## src/rtl/dm_arbiter.sv

```systemverilog
`default_nettype none
// ============================================================================
// Module  : dm_arbiter
// Brief   : Two-port data-memory arbiter (CPU MEM stage vs loader/debug port).
//           Optional round-robin policy via DM_ARB_ROUND_ROBIN_EN.
// Revision: 1.0
// ============================================================================
module dm_arbiter #(
    parameter int BIT_WIDTH  = 32,
    parameter int ADDR_LIMIT = 1024,
    parameter int MAX_WAIT   = 4
) (
    input  logic                 clk,
    input  logic                 rst_n,
    input  logic                 req0,
    input  logic                 req1,
    input  logic                 we0,
    input  logic                 we1,
    input  logic [BIT_WIDTH-1:0] addr0,
    input  logic [BIT_WIDTH-1:0] addr1,
    input  logic [BIT_WIDTH-1:0] wdata0,
    input  logic [BIT_WIDTH-1:0] wdata1,
    output logic                 gnt0,
    output logic                 gnt1,
    output logic                 rvalid0,
    output logic                 rvalid1,
    output logic [BIT_WIDTH-1:0] rdata0,
    output logic [BIT_WIDTH-1:0] rdata1,
    output logic                 err0,
    output logic                 err1,
    output logic [BIT_WIDTH-1:0] dm_addr,
    output logic [BIT_WIDTH-1:0] dm_din,
    output logic                 dm_wr,
    input  logic [BIT_WIDTH-1:0] dm_dout
);

    localparam int                   WAIT_W       = $clog2(MAX_WAIT + 1);
    localparam logic [WAIT_W-1:0]    C_WAIT_MAX   = WAIT_W'(MAX_WAIT);
    localparam logic [BIT_WIDTH-1:0] C_ADDR_LIMIT = BIT_WIDTH'(ADDR_LIMIT);

    typedef enum logic [1:0] {
        OWN_NONE = 2'd0,
        OWN_P0   = 2'd1,
        OWN_P1   = 2'd2
    } owner_e;

    owner_e            r_rd_owner;
    logic              r_rd_oob;
    logic              r_err0;
    logic              r_err1;
    logic [WAIT_W-1:0] r_wait1;

    logic                 w_force1;
    logic                 w_sel1;
    logic                 w_we;
    logic                 w_in_range;
    logic [BIT_WIDTH-1:0] w_addr;
    logic [BIT_WIDTH-1:0] w_din;

    assign w_force1 = req1 && (r_wait1 == C_WAIT_MAX);

`ifdef DM_ARB_ROUND_ROBIN_EN
    // Port that gets the next tie; flips to the loser of every grant.
    logic r_prio1;

    always_ff @(posedge clk or negedge rst_n) begin
        if (!rst_n) begin
            r_prio1 <= 1'b0;
        end else if (gnt0 || gnt1) begin
            r_prio1 <= gnt0;
        end
    end

    assign w_sel1 = req1 && (!req0 || w_force1 || r_prio1);
`else
    assign w_sel1 = req1 && (!req0 || w_force1);
`endif

    // Grants are masked while reset is held so the DM sees no access.
    assign gnt1 = rst_n && w_sel1;
    assign gnt0 = rst_n && req0 && !w_sel1;

    always_comb begin
        w_addr = '0;
        w_din  = '0;
        w_we   = 1'b0;
        if (gnt1) begin
            w_addr = addr1;
            w_din  = wdata1;
            w_we   = we1;
        end else if (gnt0) begin
            w_addr = addr0;
            w_din  = wdata0;
            w_we   = we0;
        end
    end

    assign w_in_range = (w_addr < C_ADDR_LIMIT);
    assign dm_addr    = w_addr;
    assign dm_din     = w_din;
    assign dm_wr      = w_we && w_in_range;

    always_ff @(posedge clk or negedge rst_n) begin
        if (!rst_n) begin
            r_rd_owner <= OWN_NONE;
            r_rd_oob   <= 1'b0;
            r_err0     <= 1'b0;
            r_err1     <= 1'b0;
            r_wait1    <= '0;
        end else begin
            r_rd_owner <= OWN_NONE;
            r_rd_oob   <= 1'b0;
            r_err0     <= gnt0 && !w_in_range;
            r_err1     <= gnt1 && !w_in_range;
            if ((gnt0 || gnt1) && !w_we) begin
                r_rd_owner <= gnt1 ? OWN_P1 : OWN_P0;
                r_rd_oob   <= !w_in_range;
            end
            if (!req1 || gnt1) begin
                r_wait1 <= '0;
            end else if (r_wait1 != C_WAIT_MAX) begin
                r_wait1 <= r_wait1 + WAIT_W'(1);
            end
        end
    end

    assign rvalid0 = (r_rd_owner == OWN_P0);
    assign rvalid1 = (r_rd_owner == OWN_P1);
    assign rdata0  = (rvalid0 && !r_rd_oob) ? dm_dout : '0;
    assign rdata1  = (rvalid1 && !r_rd_oob) ? dm_dout : '0;
    assign err0    = r_err0;
    assign err1    = r_err1;

endmodule
`default_nettype wire

```

## config.mk

```make
export PLATFORM = sky130hd
export DESIGN_NAME = dm_arbiter
export DESIGN_NICKNAME = d
export VERILOG_FILES = /design/src/rtl/dm_arbiter.sv
export SDC_FILE = /design/constraint.sdc
export NUM_CORES = 1
export LEC_CHECK = 0
export ABC_AREA = 1
export CORE_AREA = 2 2 117 119
export CTS_BUF_LIST = sky130_fd_sc_hd__clkbuf_16
export DETAILED_ROUTE_END_ITERATION = 10
export DIE_AREA = 0 0 119 121
export SYNTH_ARGS = -nofsm -noshare
export SYNTH_HDL_FRONTEND = slang
export SYNTH_SLANG_ARGS = --single-unit
export TNS_END_PERCENT = 5
```

## constraint.sdc

```tcl
create_clock -name clk -period 2.21 [get_ports clk]
set_input_delay 0.3315 -clock clk [delete_from_list [all_inputs] [get_ports clk]]
set_output_delay 0.3315 -clock clk [all_outputs]
set_load 0.01 [all_outputs]
```

# After elaboration in Yosys (flattened, before gate mapping)
# Cells that the tools add are included.
dict set report op_classes {
  add_sub_neg 1
  n_mul 0
  div 0
  magnitude_cmp 1
  n_eq_ne 4
  n_shift 0
  muxes 13
  bitwise 0
  reduce_logical 21
}
# op count
set op_table {}
lappend op_table {{32-bit 2-to-1 mux} 6}
lappend op_table {{32-bit by 11-bit less-than comparator with 1-bit output, second input constant} 1}
lappend op_table {{1-bit logical AND} 11}
lappend op_table {{1-bit logical NOT} 6}
lappend op_table {{3-bit 2-to-1 mux} 2}
lappend op_table {{2-bit 2-to-1 mux} 2}
lappend op_table {{3-bit by 1-bit adder with 3-bit output, second input constant} 1}
lappend op_table {{3-bit == test, second input constant} 1}
lappend op_table {{1-bit logical OR} 3}
lappend op_table {{1-bit 2-to-1 mux} 3}
lappend op_table {{3-bit != test, second input constant} 1}
lappend op_table {{2-bit by 1-bit == test with 1-bit output, second input constant} 1}
lappend op_table {{2-bit == test, second input constant} 1}
lappend op_table {{2-bit nonzero test} 1}
dict set report word_totals {
  ff_bits 8
  latch_bits 0
  ramBits 0
  mem_bits_ro 0
  inputBits 166
  wordCells 45
  n_memories 0
}

# Longest topological paths before layout
# Gate-level depths: netlist (run 1).
dict set report logic_depth {
  ltp_word 11
  mapped_depth 14
  ltp_nobuf 14
}

# Least setup slack after synthesis (run 1)
# OpenSTA, ideal clock, no wires.
dict set report synth_path {
  kind {reg-to-output}
  from {reg r_wait1[0]}
  to {out dm_wr}
  t_arrival_ps 1675
  setup_slack_ps 204
  stages_incl_launch_ff 14
  path_buffers 1
  path_cell_list {dfrtp_1 inv_1 ha_1 nand2_4 nand2_8 nand2_8 buf_6 nand3_2 nand2_1 nor2_1 nand2_1 nor2_2 nand3_2 nor2_1}
}
dict set report synth_between {
  elab_chain_cells 10
}
# element line
set synth_rtl {}
lappend synth_rtl {{start, declared} 51} ;# logic [WAIT_W-1:0] r_wait1;
lappend synth_rtl {{start signal, assigned} 122} ;# r_wait1 <= r_wait1 + WAIT_W'(1);
lappend synth_rtl {{3-bit == test *} 60} ;# assign w_force1 = req1 && (r_wait1 == C_WAIT_MAX);
lappend synth_rtl {{1-bit logical AND *} 60}
lappend synth_rtl {{1-bit logical OR *} 76} ;# assign w_sel1 = req1 && (!req0 || w_force1);
lappend synth_rtl {{1-bit logical AND *} 76}
lappend synth_rtl {{1-bit logical NOT} 81} ;# assign gnt0 = rst_n && req0 && !w_sel1;
lappend synth_rtl {{1-bit logical AND} 81}
lappend synth_rtl {{32-bit 2-to-1 mux} 91} ;# end else if (gnt0) begin
lappend synth_rtl {{32-bit 2-to-1 mux *} 87} ;# if (gnt1) begin
lappend synth_rtl {{net dm_addr[29]} 31} ;# output logic [BIT_WIDTH-1:0] dm_addr,
lappend synth_rtl {{32-bit by 11-bit less-than comparator with 1-bit output *} 98} ;# assign w_in_range = (w_addr < C_ADDR_LIMIT);
lappend synth_rtl {{1-bit logical AND *} 101} ;# assign dm_wr = w_we && w_in_range;
lappend synth_rtl {{end, declared} 33} ;# output logic dm_wr,
# The timed path passes the listed nets; every way through them passes the cells marked *.

# Final worst setup path (run 1)
dict set report layout_path {
  from {reg r_wait1[0]}
  to {out dm_addr[9]}
}
dict set report layout_between {
  elab_chain_cells 8
}
# element line
set layout_rtl {}
lappend layout_rtl {{3-bit == test *} 60}
lappend layout_rtl {{1-bit logical AND *} 60}
lappend layout_rtl {{1-bit logical OR *} 76}
lappend layout_rtl {{1-bit logical AND *} 76}
lappend layout_rtl {{1-bit logical NOT} 81}
lappend layout_rtl {{1-bit logical AND} 81}
lappend layout_rtl {{32-bit 2-to-1 mux} 91}
lappend layout_rtl {{32-bit 2-to-1 mux *} 87}
lappend layout_rtl {{end, declared} 31}
# Mark *: on every way between the ends. The rest lies on a longest branch, timed or not.

==> flow_metrics.env, run 1 <==
export IMPL_drc=0
export IMPL_core_area_um2=13090
export IMPL_fin_crit_ns=2.341
export IMPL_hold_class="input pin to asynchronous set/reset pin"
export IMPL_worstPathArrival_ns=2.01
export IMPL_syn_avg_cell_area_um2=6.032
export IMPL_htree_levels=1
export IMPL_yosysTopAreaCell="a22o_1"
export IMPL_fill_cells=1300
export IMPL_synth_compound_area_share=0.2270
export IMPL_firstDrtPassIters=4
export IMPL_syn_num_nets=475
export IMPL_start_util=0.1415
export IMPL_port_buffers=300
export IMPL_drt_initial_drc_count=104
export IMPL_end_kind="output pin"
export IMPL_path_class="register to output pin"
export IMPL_synth_seq_cells=8
export IMPL_p_per_area_nw_per_um2=281.2
export IMPL_drt_wl_total_um=11380
export IMPL_setup_violations=33
export IMPL_grt_pass1_vias=3267
export IMPL_setup_ws_ns=-0.1313
export IMPL_synth_xor_area_frac=0.009459
export IMPL_synth_area_um2=1852
export IMPL_route_detailed_wl_per_inst_um=13.98
export IMPL_synthFlopType="dfrtp_1"
export IMPL_status="finished with violations"
export IMPL_die_area_um2=14400
export IMPL_async_flop_share=1.000
export IMPL_ant_nets=0
export IMPL_period_share=1.059
export IMPL_worstMarginPinSlew_ns=0.3174
export IMPL_antenna_found_initial=0
export IMPL_antenna_cells=0
export IMPL_fmax_mhz=427.1
export IMPL_viasPerCell=4.135
export IMPL_ys_types=27
export IMPL_power_leakage_uw=0.002595
export IMPL_cap_violations=0
export IMPL_drv_slew=0
export IMPL_synthCells=307
export IMPL_required_ns=1.88
export IMPL_drive_gt1_frac=0.2508
export IMPL_worstReg2RegStart="r_wait1[0]"
export IMPL_fp_dieH_um=121
export IMPL_clock_tree_buffer_depth=2
export IMPL_synth_area_leaders="a22o_1 (20%), nor2_1 (16%), dfrtp_1 (11%), inv_1 (10%), nand2_1 (6.5%)"
export IMPL_via_count=3366
export IMPL_ys_warn_count=0
export IMPL_cts_tree="built"
export IMPL_cts_sinks=8
export IMPL_finalHoldViolCount=0
export IMPL_grt_pass1_wl_um=16970
export IMPL_synth_most_common_cell="nor2_1"
export IMPL_area_growth_pct=189.4
export IMPL_io_pins=301
export IMPL_synth_top_family_by_area="simple AND/OR/NAND/NOR gates"
export IMPL_grt_max_degree=44
export IMPL_power_uw=1507
export IMPL_irDropWorstVdd_v=0.0001636
export IMPL_violations="setup timing"
export IMPL_fin_nets=808
export IMPL_cts_root_buf="clkbuf_16"
export IMPL_synth_fa_ha_area_frac=0.01351
export IMPL_gp_congestion=0.8285
export IMPL_ctsHoldBuffers=0
export IMPL_dp_hpwl_um=9455
export IMPL_reg2regPathDepth=14
export IMPL_numCtsBuffers=3
export IMPL_rr_endpoint="r_rd_oob"
export IMPL_grt_setup_unrepaired="true"
export IMPL_final_setup_tns_ns=-1.365
export IMPL_clk_latency_ns=0.23
export IMPL_ys_seq_area_frac=0.1081
export IMPL_grt_overflow_total=0
export IMPL_die_x_um=119
export IMPL_slew_limit_headroom=0.7884
export IMPL_synth_commonest_cells="nor2_1 (78), inv_1 (50), a22o_1 (42)"
export IMPL_rrSetupSlack_ns=0.33
export IMPL_synth_area_mux_share=0
export IMPL_yosys_area_top_type_share=0.1986
export IMPL_synthSimpleGateAreaFrac=0.4588
export IMPL_finClkSkew_ns=0.001121
export IMPL_critPathLaunchType="register"
export IMPL_synth_edf_count=0
export IMPL_clkTransAtPathRegs_ns=0.04
export IMPL_grt_use_total=0.1467
export IMPL_rows=42
export IMPL_path_max_fanout=22
logic make-up after synthesis:
group	Yosys count
AOI/OAI and AO/OA	48
DFF	8
adders and majority gates	2
buffers and inverters	78
and+or+nand+nor	169
xor gates and xnor gates	2
power breakdown:
group	internal [uW]	switching, uW	total (uW)
clock	233	69.7	303
combinational	612	421	1030
sequential	161	10.0	171
layer usage:
layer  vias up  global-route usage  wire length (um)
met4         0             0.03869               158
met2       184              0.2719              5855
met3        11             0.02679               886
li1       1663                   -                 -
met5         -                   0                 0
met1      1508              0.1730              4476
placed cells by master, fill, tap and decap left out, types with 3 or more instances in the layout:
master,count
buf_12,6
buf_6,7
clkdlybuf4s50_1,230
nor2_1,76
nand2_1,30
clkbuf_2,5
buf_16,3
dfrtp_1,8
clkbuf_16,3
buf_4,53
a21oi_1,3
nand3_2,9
nand2_2,12
nand3_1,11
dlygate4sd2_1,7
buf_2,38
nand4_1,19
inv_2,4
inv_1,48
a22o_1,42
nor2_2,5
worst max-delay path, stage by stage (launching register included):
cell and delay, ns:
dfrtp_1 0.35, inv_2 0.06, ha_4 0.17, nand2_4 0.09, nand2_8 0.10, buf_6 0.14
a21oi_4 0.16, buf_12 0.15, buf_16 0.16, a22o_1 0.15, clkdlybuf4s15_2 0.22
layout make-up:
class / count / area [um^2] / area share
timing repair buffer: 351 / 3282 / 0.6124
multi-input combinational: 222 / 1371 / 0.2559
tap: 176 / 220.2 / 0.04109
inverter: 54 / 210.2 / 0.03922
sequential: 8 / 200.2 / 0.03736
clock buffer: 3 / 75.07 / 0.01401
how the worst max path moves through the flow:
| stage | slack [ns] | endpoint | depth (start not counted) | start |
|---|---|---|---|---|
| 5_1_grt | -0.25 | dm_wr | 13 | r_wait1[0] |
| 4_1_cts | -0.19 | dm_din[0] | 11 | r_wait1[1] |
| 3_5_place_dp | -0.77 | dm_wr | 11 | rst_n |
| 6_report | -0.13 | dm_addr[9] | 10 | r_wait1[0] |
| 2_1_floorplan | 0.20 | dm_wr | 13 | r_wait1[0] |
| 3_3_place_gp | -0.71 | dm_wr | 11 | rst_n |
sequential cells by signal, indices dropped and copies added (netlist names):
signal and flops:
r_wait1 3, r_rd_owner 2, err0 1, err1 1
r_rd_oob 1
through the flow:
| stage | hold slack, ns | std cells | setup slack [ns] | instance area, um^2 | util |
|---|---|---|---|---|---|
| after floorplan | 0.03591 | 307 | 0.2037 | 1852 | - |
| after global placement | 0.6045 | 801 | -0.7097 | 5305 | 0.4054 |
| after detailed placement | 0.6260 | 801 | -0.7707 | 5305 | 0.4054 |
| after CTS | 0.3825 | 813 | -0.1896 | 5376 | 0.4109 |
| after global routing | 0.4266 | 814 | -0.2458 | 5359 | 0.4095 |
| final | 0.3562 | 814 | -0.1313 | 5359 | 0.4095 |
timing repair:
item / CTS / global route
endpoints found under the hold margin: 0 / 0
pin swaps: 30 / 11
setup buffers: 6 / 1
cloned: 3 / 1
endpoints found under the setup margin: 88 / 68
gates resized for setup: 223 / 20
Power figures use the tool's default switching activity.
==> run 2: changes to the inputs <==
- PLACE_DENSITY: unset -> 0.57
==> run 2 against run 1 <==
Effect of this change: the run still ends with setup timing left; final area increased by 0.16%; wire length grew 5.7%; clock-buffer cell count did not move; utilization up 0.067 points; sequential cell count stayed put; via count rose by 1.1%; power rose by 0.64%; hold slack lost 0.096 ns; clock skew is 0.0029 ns higher; non-clock buffer count unchanged; critical path type unchanged.
==> flow_metrics.env, run 2 (synthesized netlist as in run 1, its figures left out) <==
export IMPL_largest_reg_flops=3
export IMPL_route_detailed_wl_per_inst_um=14.77
export IMPL_p_switching_uw=502.2
export IMPL_die_x_um=119
export IMPL_die_area_um2=14400
export IMPL_fin_nets=808
export IMPL_switching_share=0.3311
export IMPL_numCtsBuffers=3
export IMPL_drc=0
export IMPL_drv_slew=0
export IMPL_critPathLaunchType="register"
export IMPL_period_share=1.074
export IMPL_io_pins=301
export IMPL_rr_endpoint="err1"
export IMPL_top_register="r_wait1"
export IMPL_fin_crit_ns=2.374
export IMPL_grt_setup_unrepaired="true"
export IMPL_critPathLaunch="r_wait1[0]"
export IMPL_grt_use_total=0.1509
export IMPL_placed_cell_area_um2=5245
export IMPL_slew_limit_headroom=0.7889
export IMPL_path_max_fanout=7
export IMPL_worstReg2RegStart="r_wait1[0]"
export IMPL_irDropWorstVdd_v=0.0001798
export IMPL_drive_gt1_frac=0.2335
export IMPL_reg2regPathDepth=16
export IMPL_drt_wl_total_um=12030
export IMPL_htree_levels=1
export IMPL_core_area_um2=13090
export IMPL_status="finished with violations"
export IMPL_viasPerCell=4.179
export IMPL_setup_ws_ns=-0.1638
export IMPL_hold_class="input pin to asynchronous set/reset pin"
export IMPL_violations="setup timing"
export IMPL_cts_root_buf="clkbuf_16"
export IMPL_grt_max_degree=44
export IMPL_clock_tree_buffer_depth=2
export IMPL_ctsHoldBuffers=0
export IMPL_drt_initial_drc_count=68
export IMPL_firstDrtPassIters=4
export IMPL_rrSetupSlack_ns=0.16
export IMPL_fp_dieH_um=121
export IMPL_place_ws_ns=-0.6275
export IMPL_clk_latency_ns=0.24
export IMPL_start_util=0.1415
export IMPL_gp_congestion=0.8291
export IMPL_cts_sinks=8
export IMPL_fin_area_um2=5368
export IMPL_power_leakage_uw=0.002604
export IMPL_clkTransAtPathRegs_ns=0.04
export IMPL_path_class="register to output pin"
export IMPL_rows=42
export IMPL_worstMarginPinSlew_ns=0.3167
export IMPL_ant_nets=0
export IMPL_power_uw=1517
export IMPL_finalHoldViolCount=0
export IMPL_setup_violations=13
export IMPL_antenna_found_initial=0
export IMPL_reg_largest_list="r_wait1 x3, r_rd_owner x2"
export IMPL_end_kind="output pin"
export IMPL_p_int_uw=1015
export IMPL_p_per_area_nw_per_um2=282.6
export IMPL_power_frac_comb=0.686
export IMPL_port_buffers=300
export IMPL_fmax_mhz=421.3
export IMPL_power_frac_seq=0.113
export IMPL_critPathCapture="dm_wr"
export IMPL_grt_pass1_vias=3405
export IMPL_dp_hpwl_um=9880
export IMPL_via_count=3402
export IMPL_layout_common_cells="clkdlybuf4s50_1 (231), nor2_1 (76), inv_1 (48), buf_4 (45), a22o_1 (42)"
export IMPL_final_common_cell="clkdlybuf4s50_1"
export IMPL_clockPowerShare=0.201
export IMPL_worstPathArrival_ns=2.04
export IMPL_grt_overflow_total=0
export IMPL_required_ns=1.88
export IMPL_finClkSkew_ns=0.004023
export IMPL_cts_tree="built"
export IMPL_cap_violations=0
export IMPL_area_growth_pct=189.9
export IMPL_antenna_cells=0
export IMPL_grt_pass1_wl_um=17480
==> run 2: metrics by stage <==
step	instances	util	TNS, ns	hold slack (ns)
floorplan	307	-	0	0.03591
detailed placement	793	0.4008	-33.63	0.6253
global placement	793	0.4008	-30.57	0.6138
finish	814	0.4102	-0.6561	0.2603
CTS	809	0.4054	-1.280	0.2615
global route	814	0.4102	-2.804	0.2841
==> run 2: cell type report <==
cell class,instances,area [um^2]
well taps,176,220.2
clock buffers,3,75.07
multi-input cells,222,1358
inverters,54,209.0
fillers,1365,7717
repair buffers,351,3306
flip-flops and latches,8,200.2
==> run 2: how the worst min path moves through the flow <==
stage / endpoint / start
finish: r_wait1[1] / rst_n
global route: r_wait1[1] / rst_n
CTS: r_wait1[1] / rst_n
detailed placement: r_wait1[1] / r_wait1[2]
global placement: r_wait1[1] / r_wait1[2]
floorplan: err0 / rst_n
==> run 2: power groups by stage <==
stage          combinational, uW  sequential (uW)  clock [uW]
3_3_place_gp                1010              171           0
5_1_grt                     1110              173         313
6_report                    1040              171         305
3_5_place_dp                1010              172           0
2_1_floorplan                354              172           0
4_1_cts                     1020              171         310
==> run 2: repair_timing <==
action / 4_1_cts / 5_1_grt
pin swaps: 11 / 30
endpoints found under the hold margin: 0 / 0
buffers inserted: 10 / 6
resized for setup: 212 / 21
setup endpoints to repair: 67 / 57
gates cloned: 3 / 0
==> run 2: worst max-delay path: stages (launching register included) <==
cell and delay (ns):
dfrtp_1 0.36, inv_2 0.06, ha_4 0.17, nand2_4 0.08, nand2_8 0.07, buf_12 0.16
buf_4 0.14, nand4_1 0.06, nand2_1 0.08, nor2_1 0.11, nand2_1 0.08, nor2_2 0.11
nand3_2 0.10, nor2_2 0.11, buf_6 0.12
==> run 2: routing by layer <==
layer | vias to the layer above | routed length [um] | part of all wire | track usage
met2 | 192 | 6508 | 0.54 | 0.3006
met1 | 1539 | 4468 | 0.37 | 0.1657
met5 | - | 0 | 0 | 0
li1 | 1666 | - | - | -
met4 | 0 | 66 | 0.0055 | 0.02232
met3 | 5 | 982 | 0.082 | 0.03102
